**src/rtl/pe_mac_vcounter_rs_if.sv**
```systemverilog
// rtl/pe_mac_vcounter_rs_if.sv - operand, control and result bundle for the MAC processing element
interface pe_mac_vcounter_rs_if #(
    parameter int I_BITS        = 8,
    parameter int MAX_DIMENSION = 16,
    parameter int DIM_BITS      = $clog2(MAX_DIMENSION + 1),
    parameter int ACC_BITS      = 2 * I_BITS + $clog2(MAX_DIMENSION),
    parameter int O_BITS        = 2 * I_BITS,
    parameter int SHIFT_BITS    = $clog2(ACC_BITS - O_BITS + 1)
);
    logic                     i_valid;
    logic [DIM_BITS-1:0]      i_dimension;
    logic [SHIFT_BITS-1:0]    i_shift;
    logic                     i_a_reset;
    logic                     i_b_reset;
    logic signed [I_BITS-1:0] i_a;
    logic signed [I_BITS-1:0] i_b;
    logic                     o_a_reset;
    logic                     o_b_reset;
    logic signed [I_BITS-1:0] o_a;
    logic signed [I_BITS-1:0] o_b;
    logic signed [O_BITS-1:0] o_c;
    logic                     o_c_valid;
    logic                     o_finish;
    logic                     o_overflow;

    modport master (
        output i_valid, i_dimension, i_shift, i_a_reset, i_b_reset, i_a, i_b,
        input  o_a_reset, o_b_reset, o_a, o_b, o_c, o_c_valid, o_finish, o_overflow
    );

    modport slave (
        input  i_valid, i_dimension, i_shift, i_a_reset, i_b_reset, i_a, i_b,
        output o_a_reset, o_b_reset, o_a, o_b, o_c, o_c_valid, o_finish, o_overflow
    );
endinterface

```
**src/rtl/pe_mac_vcounter_rs.sv**
```systemverilog
// rtl/pe_mac_vcounter_rs.sv - systolic MAC PE with run-time dot-product length and rounded held result
// Optional saturation of the result to O_BITS is enabled by defining PE_SATURATE_EN.
module pe_mac_vcounter_rs #(
    parameter int I_BITS        = 8,
    parameter int MAX_DIMENSION = 16,
    parameter int DIM_BITS      = $clog2(MAX_DIMENSION + 1),
    parameter int ACC_BITS      = 2 * I_BITS + $clog2(MAX_DIMENSION),
    parameter int O_BITS        = 2 * I_BITS,
    parameter int SHIFT_BITS    = $clog2(ACC_BITS - O_BITS + 1)
) (
    input  logic                  i_clock,
    input  logic                  i_reset,
    pe_mac_vcounter_rs_if.slave   io_bus
);
    localparam int MAX_SHIFT = ACC_BITS - O_BITS;

    typedef enum logic {S_IDLE, S_ACCUM} state_t;

    state_t                     r_state;
    logic [DIM_BITS-1:0]        r_dim;
    logic [DIM_BITS-1:0]        r_cnt;
    logic signed [ACC_BITS-1:0] r_acc;
    logic signed [I_BITS-1:0]   r_a;
    logic signed [I_BITS-1:0]   r_b;
    logic                       r_a_reset;
    logic                       r_b_reset;
    logic signed [O_BITS-1:0]   r_c;
    logic                       r_c_valid;
    logic                       r_finish;
    logic                       r_overflow;

    logic                       w_soft_rst;
    logic signed [2*I_BITS-1:0] w_prod;
    logic signed [ACC_BITS-1:0] w_prod_ext;
    logic signed [ACC_BITS-1:0] w_sum;
    logic [DIM_BITS-1:0]        w_dim_start;
    logic                       w_last;
    logic [SHIFT_BITS-1:0]      w_shift;
    logic signed [ACC_BITS:0]   w_half;
    logic signed [ACC_BITS:0]   w_rounded;
    logic signed [O_BITS-1:0]   w_c;
    logic                       w_overflow;

    assign w_soft_rst = io_bus.i_a_reset | io_bus.i_b_reset;
    assign w_prod     = (2*I_BITS)'(io_bus.i_a) * (2*I_BITS)'(io_bus.i_b);
    assign w_prod_ext = ACC_BITS'(w_prod);
    // The accumulator is always zero in IDLE, so this is also the single-beat result.
    assign w_sum      = r_acc + w_prod_ext;

    always_comb begin
        w_dim_start = io_bus.i_dimension;
        if (io_bus.i_dimension == '0) begin
            w_dim_start = DIM_BITS'(1);
        end else if (io_bus.i_dimension > DIM_BITS'(MAX_DIMENSION)) begin
            w_dim_start = DIM_BITS'(MAX_DIMENSION);
        end
    end

    assign w_last = (r_state == S_IDLE) ? (w_dim_start == DIM_BITS'(1))
                                        : !((r_cnt + DIM_BITS'(1)) < r_dim);

    // One extra bit of headroom so the rounding increment cannot wrap the sum.
    assign w_shift   = (io_bus.i_shift > SHIFT_BITS'(MAX_SHIFT)) ? SHIFT_BITS'(MAX_SHIFT) : io_bus.i_shift;
    assign w_half    = ((ACC_BITS+1)'(1) << w_shift) >> 1;
    assign w_rounded = ((ACC_BITS+1)'(w_sum) + w_half) >>> w_shift;

`ifdef PE_SATURATE_EN
    localparam logic signed [ACC_BITS:0] SAT_MAX = (ACC_BITS+1)'((1 << (O_BITS - 1)) - 1);
    localparam logic signed [ACC_BITS:0] SAT_MIN = ~SAT_MAX;

    always_comb begin
        w_c        = w_rounded[O_BITS-1:0];
        w_overflow = 1'b0;
        if (w_rounded > SAT_MAX) begin
            w_c        = SAT_MAX[O_BITS-1:0];
            w_overflow = 1'b1;
        end else if (w_rounded < SAT_MIN) begin
            w_c        = SAT_MIN[O_BITS-1:0];
            w_overflow = 1'b1;
        end
    end
`else
    logic w_unused_msbs;
    assign w_unused_msbs = ^w_rounded[ACC_BITS:O_BITS];
    assign w_c           = w_rounded[O_BITS-1:0];
    assign w_overflow    = 1'b0;
`endif

    always_ff @(posedge i_clock or negedge i_reset) begin
        if (!i_reset) begin
            r_state    <= S_IDLE;
            r_dim      <= DIM_BITS'(1);
            r_cnt      <= '0;
            r_acc      <= '0;
            r_a        <= '0;
            r_b        <= '0;
            r_a_reset  <= 1'b0;
            r_b_reset  <= 1'b0;
            r_c        <= '0;
            r_c_valid  <= 1'b0;
            r_finish   <= 1'b0;
            r_overflow <= 1'b0;
        end else if (!io_bus.i_valid) begin
            r_c_valid <= 1'b0;
        end else begin
            r_a_reset <= w_soft_rst;
            r_b_reset <= w_soft_rst;
            r_c_valid <= 1'b0;
            if (w_soft_rst) begin
                r_a     <= '0;
                r_b     <= '0;
                r_acc   <= '0;
                r_cnt   <= '0;
                r_state <= S_IDLE;
            end else begin
                r_a <= io_bus.i_a;
                r_b <= io_bus.i_b;
                if (r_state == S_IDLE) begin
                    r_finish <= 1'b0;
                    r_dim    <= w_dim_start;
                end
                if (w_last) begin
                    r_c        <= w_c;
                    r_overflow <= w_overflow;
                    r_c_valid  <= 1'b1;
                    r_finish   <= 1'b1;
                    r_acc      <= '0;
                    r_cnt      <= '0;
                    r_state    <= S_IDLE;
                end else if (r_state == S_IDLE) begin
                    r_acc   <= w_prod_ext;
                    r_cnt   <= DIM_BITS'(1);
                    r_state <= S_ACCUM;
                end else begin
                    r_acc <= w_sum;
                    r_cnt <= r_cnt + DIM_BITS'(1);
                end
            end
        end
    end

    assign io_bus.o_a_reset  = r_a_reset;
    assign io_bus.o_b_reset  = r_b_reset;
    assign io_bus.o_a        = r_a;
    assign io_bus.o_b        = r_b;
    assign io_bus.o_c        = r_c;
    assign io_bus.o_c_valid  = r_c_valid;
    assign io_bus.o_finish   = r_finish;
    assign io_bus.o_overflow = r_overflow;
endmodule

```
**src/flat_wrapper.sv**
```systemverilog
// flat-port wrapper written by rule: the top's interface ports become plain ports
module pe_mac_vcounter_rs_flat 
#(
    parameter int I_BITS        = 8,
    parameter int MAX_DIMENSION = 16,
    parameter int DIM_BITS      = $clog2(MAX_DIMENSION + 1),
    parameter int ACC_BITS      = 2 * I_BITS + $clog2(MAX_DIMENSION),
    parameter int O_BITS        = 2 * I_BITS,
    parameter int SHIFT_BITS    = $clog2(ACC_BITS - O_BITS + 1)
)
  (i_clock, i_reset, io_bus_i_valid, io_bus_i_dimension, io_bus_i_shift, io_bus_i_a_reset, io_bus_i_b_reset, io_bus_i_a, io_bus_i_b, io_bus_o_a_reset, io_bus_o_b_reset, io_bus_o_a, io_bus_o_b, io_bus_o_c, io_bus_o_c_valid, io_bus_o_finish, io_bus_o_overflow);
  pe_mac_vcounter_rs_if #(.I_BITS(I_BITS), .MAX_DIMENSION(MAX_DIMENSION), .DIM_BITS(DIM_BITS), .ACC_BITS(ACC_BITS), .O_BITS(O_BITS), .SHIFT_BITS(SHIFT_BITS)) io_bus_i ();
  input  logic i_clock;
  input  logic i_reset;
  input wire logic [$bits(io_bus_i.i_valid)-1:0] io_bus_i_valid;
  input wire logic [$bits(io_bus_i.i_dimension)-1:0] io_bus_i_dimension;
  input wire logic [$bits(io_bus_i.i_shift)-1:0] io_bus_i_shift;
  input wire logic [$bits(io_bus_i.i_a_reset)-1:0] io_bus_i_a_reset;
  input wire logic [$bits(io_bus_i.i_b_reset)-1:0] io_bus_i_b_reset;
  input wire logic [$bits(io_bus_i.i_a)-1:0] io_bus_i_a;
  input wire logic [$bits(io_bus_i.i_b)-1:0] io_bus_i_b;
  output wire logic [$bits(io_bus_i.o_a_reset)-1:0] io_bus_o_a_reset;
  output wire logic [$bits(io_bus_i.o_b_reset)-1:0] io_bus_o_b_reset;
  output wire logic [$bits(io_bus_i.o_a)-1:0] io_bus_o_a;
  output wire logic [$bits(io_bus_i.o_b)-1:0] io_bus_o_b;
  output wire logic [$bits(io_bus_i.o_c)-1:0] io_bus_o_c;
  output wire logic [$bits(io_bus_i.o_c_valid)-1:0] io_bus_o_c_valid;
  output wire logic [$bits(io_bus_i.o_finish)-1:0] io_bus_o_finish;
  output wire logic [$bits(io_bus_i.o_overflow)-1:0] io_bus_o_overflow;
  assign io_bus_i.i_valid = io_bus_i_valid;
  assign io_bus_i.i_dimension = io_bus_i_dimension;
  assign io_bus_i.i_shift = io_bus_i_shift;
  assign io_bus_i.i_a_reset = io_bus_i_a_reset;
  assign io_bus_i.i_b_reset = io_bus_i_b_reset;
  assign io_bus_i.i_a = io_bus_i_a;
  assign io_bus_i.i_b = io_bus_i_b;
  assign io_bus_o_a_reset = io_bus_i.o_a_reset;
  assign io_bus_o_b_reset = io_bus_i.o_b_reset;
  assign io_bus_o_a = io_bus_i.o_a;
  assign io_bus_o_b = io_bus_i.o_b;
  assign io_bus_o_c = io_bus_i.o_c;
  assign io_bus_o_c_valid = io_bus_i.o_c_valid;
  assign io_bus_o_finish = io_bus_i.o_finish;
  assign io_bus_o_overflow = io_bus_i.o_overflow;
  pe_mac_vcounter_rs #(.I_BITS(I_BITS), .MAX_DIMENSION(MAX_DIMENSION), .DIM_BITS(DIM_BITS), .ACC_BITS(ACC_BITS), .O_BITS(O_BITS), .SHIFT_BITS(SHIFT_BITS)) u_core (.i_clock(i_clock), .i_reset(i_reset), .io_bus(io_bus_i));
endmodule
```
**config.mk**
```make
export PLATFORM = sky130hd
export DESIGN_NAME = pe_mac_vcounter_rs_flat
export DESIGN_NICKNAME = d
export VERILOG_FILES = /design/src/rtl/pe_mac_vcounter_rs_if.sv /design/src/rtl/pe_mac_vcounter_rs.sv /design/src/flat_wrapper.sv
export SDC_FILE = /design/constraint.sdc
export NUM_CORES = 1
export LEC_CHECK = 0
export CORE_MARGIN = 1
export CORE_UTILIZATION = 40
export CTS_CLUSTER_DIAMETER = 60
export DETAILED_ROUTE_END_ITERATION = 10
export MAX_ROUTING_LAYER = met4
export PLACE_DENSITY = 0.58
export SYNTH_ARGS = -nofsm -noshare
export SYNTH_HDL_FRONTEND = slang
export SYNTH_SLANG_ARGS = --single-unit
```
**constraint.sdc**
```tcl
create_clock -name i_clock -period 4.4 [get_ports i_clock]
set_clock_uncertainty 0.05 [all_clocks]
set_input_delay 0.88 -clock i_clock [delete_from_list [all_inputs] [get_ports i_clock]]
set_output_delay 0.88 -clock i_clock [all_outputs]
set_load 0.01 [all_outputs]
```
==> run summary <==
For this block, the initial DRC count from the detailed router was around 320. The per-instance average area after synthesis came out at between 8 and 9 um^2. The count of final max-slew check failures was 0. The number of I/O port buffers is between 60 and 70.

On the critical path, the stage with the largest delay is an instance of sky130_fd_sc_hd__fa_1. TritonCTS built the clock tree. The number of setup violations in the final report is 30. The count of cells along the worst register-to-register path came out at 14.

The library cell used most frequently in the layout, excluding fill and tap cells, is sky130_fd_sc_hd__buf_4. The post-route clock period utilization came out at 1.65. The instance count along the most critical hold path came out at 2.

The tightest hold margin came out at about 0.43 ns. The filler cells instantiated in the layout total 1,385. Setup repair after global routing could not meet its margin everywhere. The starting density of the core is 0.413.

For this run, the leading register cell type out of synthesis is sky130_fd_sc_hd__dfrtp_1. The via-per-instance ratio is ~5.3. The total die area is a little under 20,000 um^2. The routed wire length came out at 23,100 um. The share of async-settable or async-resettable flops after synthesis came out at 1.00. The data arrival time at the worst-slack endpoint is between 7 and 8 ns.

The root buffer cell chosen for the clock tree is sky130_fd_sc_hd__clkbuf_16. The area added between synthesis and finish is 63.5%. The worst register-to-register path begins at u_core.r_acc[0]$_DFFE_PN0P_.

The worst setup margin came out at -2.84 ns. The first global-routing pass estimated about 36,000 um of wire. The relative slew slack is 0.418. The setup path with the least slack is of type input pin to flip-flop. The deepest level of the CTS H-tree is 3. The final reports fail on design-rule violations, negative setup slack.

After clock tree synthesis, the clock-pin slew on the worst setup and hold paths is 0.06 ns. The number of placement rows is ~50. The worst min-delay path endpoint is u_core.io_bus.o_c[11]$_DFFE_PN0P_. The flow ran to the end, but the final reports show violations. Summing all flip-flop and latch instances after layout gives roughly 1700 um^2. The tree built by TritonCTS fans out to 66 sinks. The initial antenna violation count came to 0. The maximum fanout along the worst path is 6. The data required time at the worst endpoint is 4.59 ns. The cell count after placement is 1,302. The first detailed-routing pass ran for 7 iterations.

The total via count in the routed design came out at 7,362. The number of global-route vias before repair is roughly 7,500. The count of yosys warnings during synthesis came out at 0.

The overall overflow remaining after global route is 0. Yosys mapped the design onto 73 distinct sky130hd cell types. At the pin with the least slew margin, the transition time is just under 0.9 ns. The final antenna diode count is 0. Dividing the detail-routed wire length by the instance count gives between 15 and 20 um. The final count of hold timing violations came to 0. STA classifies the critical path endpoint as a flip-flop. In the final design database the tool counted 1,299 nets. The post-route non-filler standard cell count came out at 1,386. In this run the remaining antenna-violating nets after routing total 0.

The number of enable flip-flop cells after synthesis is 0. From left edge to right edge, the die measures 139 um. Of the cells placed in the final design, the portion with a size suffix greater than 1 is 0.455. The cell area that synthesis handed to floorplanning was 7520 um^2. The floorplan step set the die height to roughly 140 um. The global router's overall resource usage is 0.235. The maximum frequency from static timing analysis is 138 MHz. The worst register-to-register path ends at u_core.io_bus.o_c[15]$_DFFE_PN0P_. The total negative slack came out at -51.17 ns. The I/O pin total came out at 66. The number of storage elements in the synthesis netlist came out at 66.

The sum of net half-perimeters after detailed placement is 15,400 um. The final weighted congestion of routability-driven global placement is 0.838. The synthesized instance count is 857. For this run, design rule violations remaining after detail routing come to 7. The shortest period the worst path allows came out at 7.24 ns. The number of buffers on the longest clock path came out at 2.

The worst hold path belongs to the class flip-flop to flip-flop. The worst-skew pair later-pin latency is between 0.3 and 0.4 ns. The multi-input combinational cell area came out at approximately 7000 um^2.

The sequential element share of the synthesized area came out at 0.220. The worst hold path begins at u_core.io_bus.o_c[11]$_DFFE_PN0P_. The maximum number of pins on one net before global-route repair came out at 67. STA classifies the critical path startpoint as an input pin. The worst reg-to-reg setup slack came out at 0.30 ns. In this run the standard cell core region covers roughly 18,000 um^2. The number of max-cap violations is 0. Counting the buffers created by CTS gives 9. The delay of the slowest critical-path stage came out at ~0.52 ns. In the layout the commonest cells are sky130_fd_sc_hd__buf_4, sky130_fd_sc_hd__inv_1, sky130_fd_sc_hd__dfrtp_1.
-- logic make-up after synthesis --
| family | after synthesis | share of synthesized area |
|---|---|---|
| buffers and inverters | 144 | 0.0739 |
| AND/OR/NAND/NOR | 251 | 0.178 |
| XOR/XNOR | 49 | 0.0571 |
| flip-flops | 66 | 0.220 |
| adder cells (fa/ha/maj) | 118 | 0.253 |
| multiplexers | 25 | 0.0363 |
| AO/OA/AOI/OAI | 203 | 0.181 |
| other | 1 | 0.000499 |
-- critical path: cells and delay by family --
family | cells | cell delay [ns]
adder cells (fa/ha/maj) | 6 | 2.15
XOR/XNOR | 1 | 0.12
AND/OR/NAND/NOR | 4 | 1.22
AO/OA/AOI/OAI | 12 | 2.07
multiplexers | 1 | 0.32
buffers and inverters | 8 | 0.64
-- sequential cells by signal (all words and copies together), names as in the netlist --
name and count:
u_core.r_cnt 5, u_core.io_bus.o_c 16, u_core.io_bus.o_b 8, u_core.r_dim 5
u_core.r_acc 20, u_core.io_bus.o_finish 1, u_core.io_bus.o_a_reset 1, u_core.io_bus.o_a 8
u_core.io_bus.o_c_valid 1, u_core.r_state 1
-- through the flow --
stage          setup WS [ns]   util  instance area, um^2
2_1_floorplan          -2.95      -                 7920
3_3_place_gp           -3.62  0.551                10000
3_5_place_dp           -3.67  0.551                10000
4_1_cts                -2.72  0.634                11600
5_1_grt                -3.05  0.675                12300
6_report               -2.84  0.675                12300
-- Yosys cell counts, drive strengths merged, types with 2 or more instances --
cell / number / area share
inv: 111 / 0.055
dfrtp: 65 / 0.22
ha: 61 / 0.10
nand2: 59 / 0.029
fa: 57 / 0.15
a21oi: 49 / 0.035
and2: 49 / 0.041
nor2: 49 / 0.025
o21ai: 49 / 0.033
xnor2: 37 / 0.043
clkbuf: 23 / 0.011
a22o: 16 / 0.019
mux2i: 16 / 0.021
nor3: 16 / 0.011
o2bb2ai: 15 / 0.017
nand2b: 14 / 0.012
a211oi: 13 / 0.014
a31oi: 12 / 0.010
xor2: 12 / 0.014
a21o: 11 / 0.011
nor2b: 11 / 0.0092
nand3: 10 / 0.0073
buf: 8 / 0.0060
mux2: 8 / 0.012
nand4: 7 / 0.0058
nor4: 7 / 0.0078
o211ai: 7 / 0.0070
nand3b: 6 / 0.0060
or2: 6 / 0.0050
and4: 4 / 0.0047
o21a: 4 / 0.0040
o22ai: 4 / 0.0033
or3: 4 / 0.0033
a211o: 3 / 0.0035
o21bai: 3 / 0.0030
or4: 3 / 0.0040
a21boi: 2 / 0.0020
and3: 2 / 0.0023
clkinv: 2 / 0.0010
o311ai: 2 / 0.0023
o31ai: 2 / 0.0020
-- worst max-delay path by stage --
stage	from	endpoint	slack, ns	cells after the start
2_1_floorplan	io_bus_i_b[4]	u_core.io_bus.o_c[15]$_DFFE_PN0P_	-2.95	27
3_3_place_gp	io_bus_i_b[3]	u_core.io_bus.o_c[15]$_DFFE_PN0P_	-3.62	27
3_5_place_dp	io_bus_i_b[3]	u_core.io_bus.o_c[15]$_DFFE_PN0P_	-3.67	27
4_1_cts	io_bus_i_a[4]	u_core.io_bus.o_c[15]$_DFFE_PN0P_	-2.72	29
5_1_grt	io_bus_i_a[4]	u_core.io_bus.o_c[15]$_DFFE_PN0P_	-3.05	30
6_report	io_bus_i_a[5]	u_core.io_bus.o_c[15]$_DFFE_PN0P_	-2.84	32
-- per-layer routing --
layer,part of all wire,vias up,track usage
met5,0,-,-
met4,0.028,0,0.0801
met3,0.031,39,0.0394
met2,0.53,137,0.403
met1,0.41,3665,0.278
li1,-,3521,-
-- area by class of cell --
| type | count | share of cell area |
|---|---|---|
| Multi-Input combinational cell | 650 | 0.562 |
| Tap cell | 229 | 0.0233 |
| Timing Repair Buffer | 312 | 0.219 |
| Clock inverter | 6 | 0.00723 |
| Inverter | 113 | 0.0345 |
| Clock buffer | 10 | 0.0194 |
| Sequential cell | 66 | 0.134 |
-- repair_timing --
item	in CTS	in global routing
buffers inserted	53	34
resized for setup	255	118
pin swaps	105	95
hold buffers	0	0
setup endpoints to repair	31	31
cloned	0	0
Power is left out: the tool's default activity adds up to more than one toggle a clock period on the data nets, which glitch-free logic cannot reach.
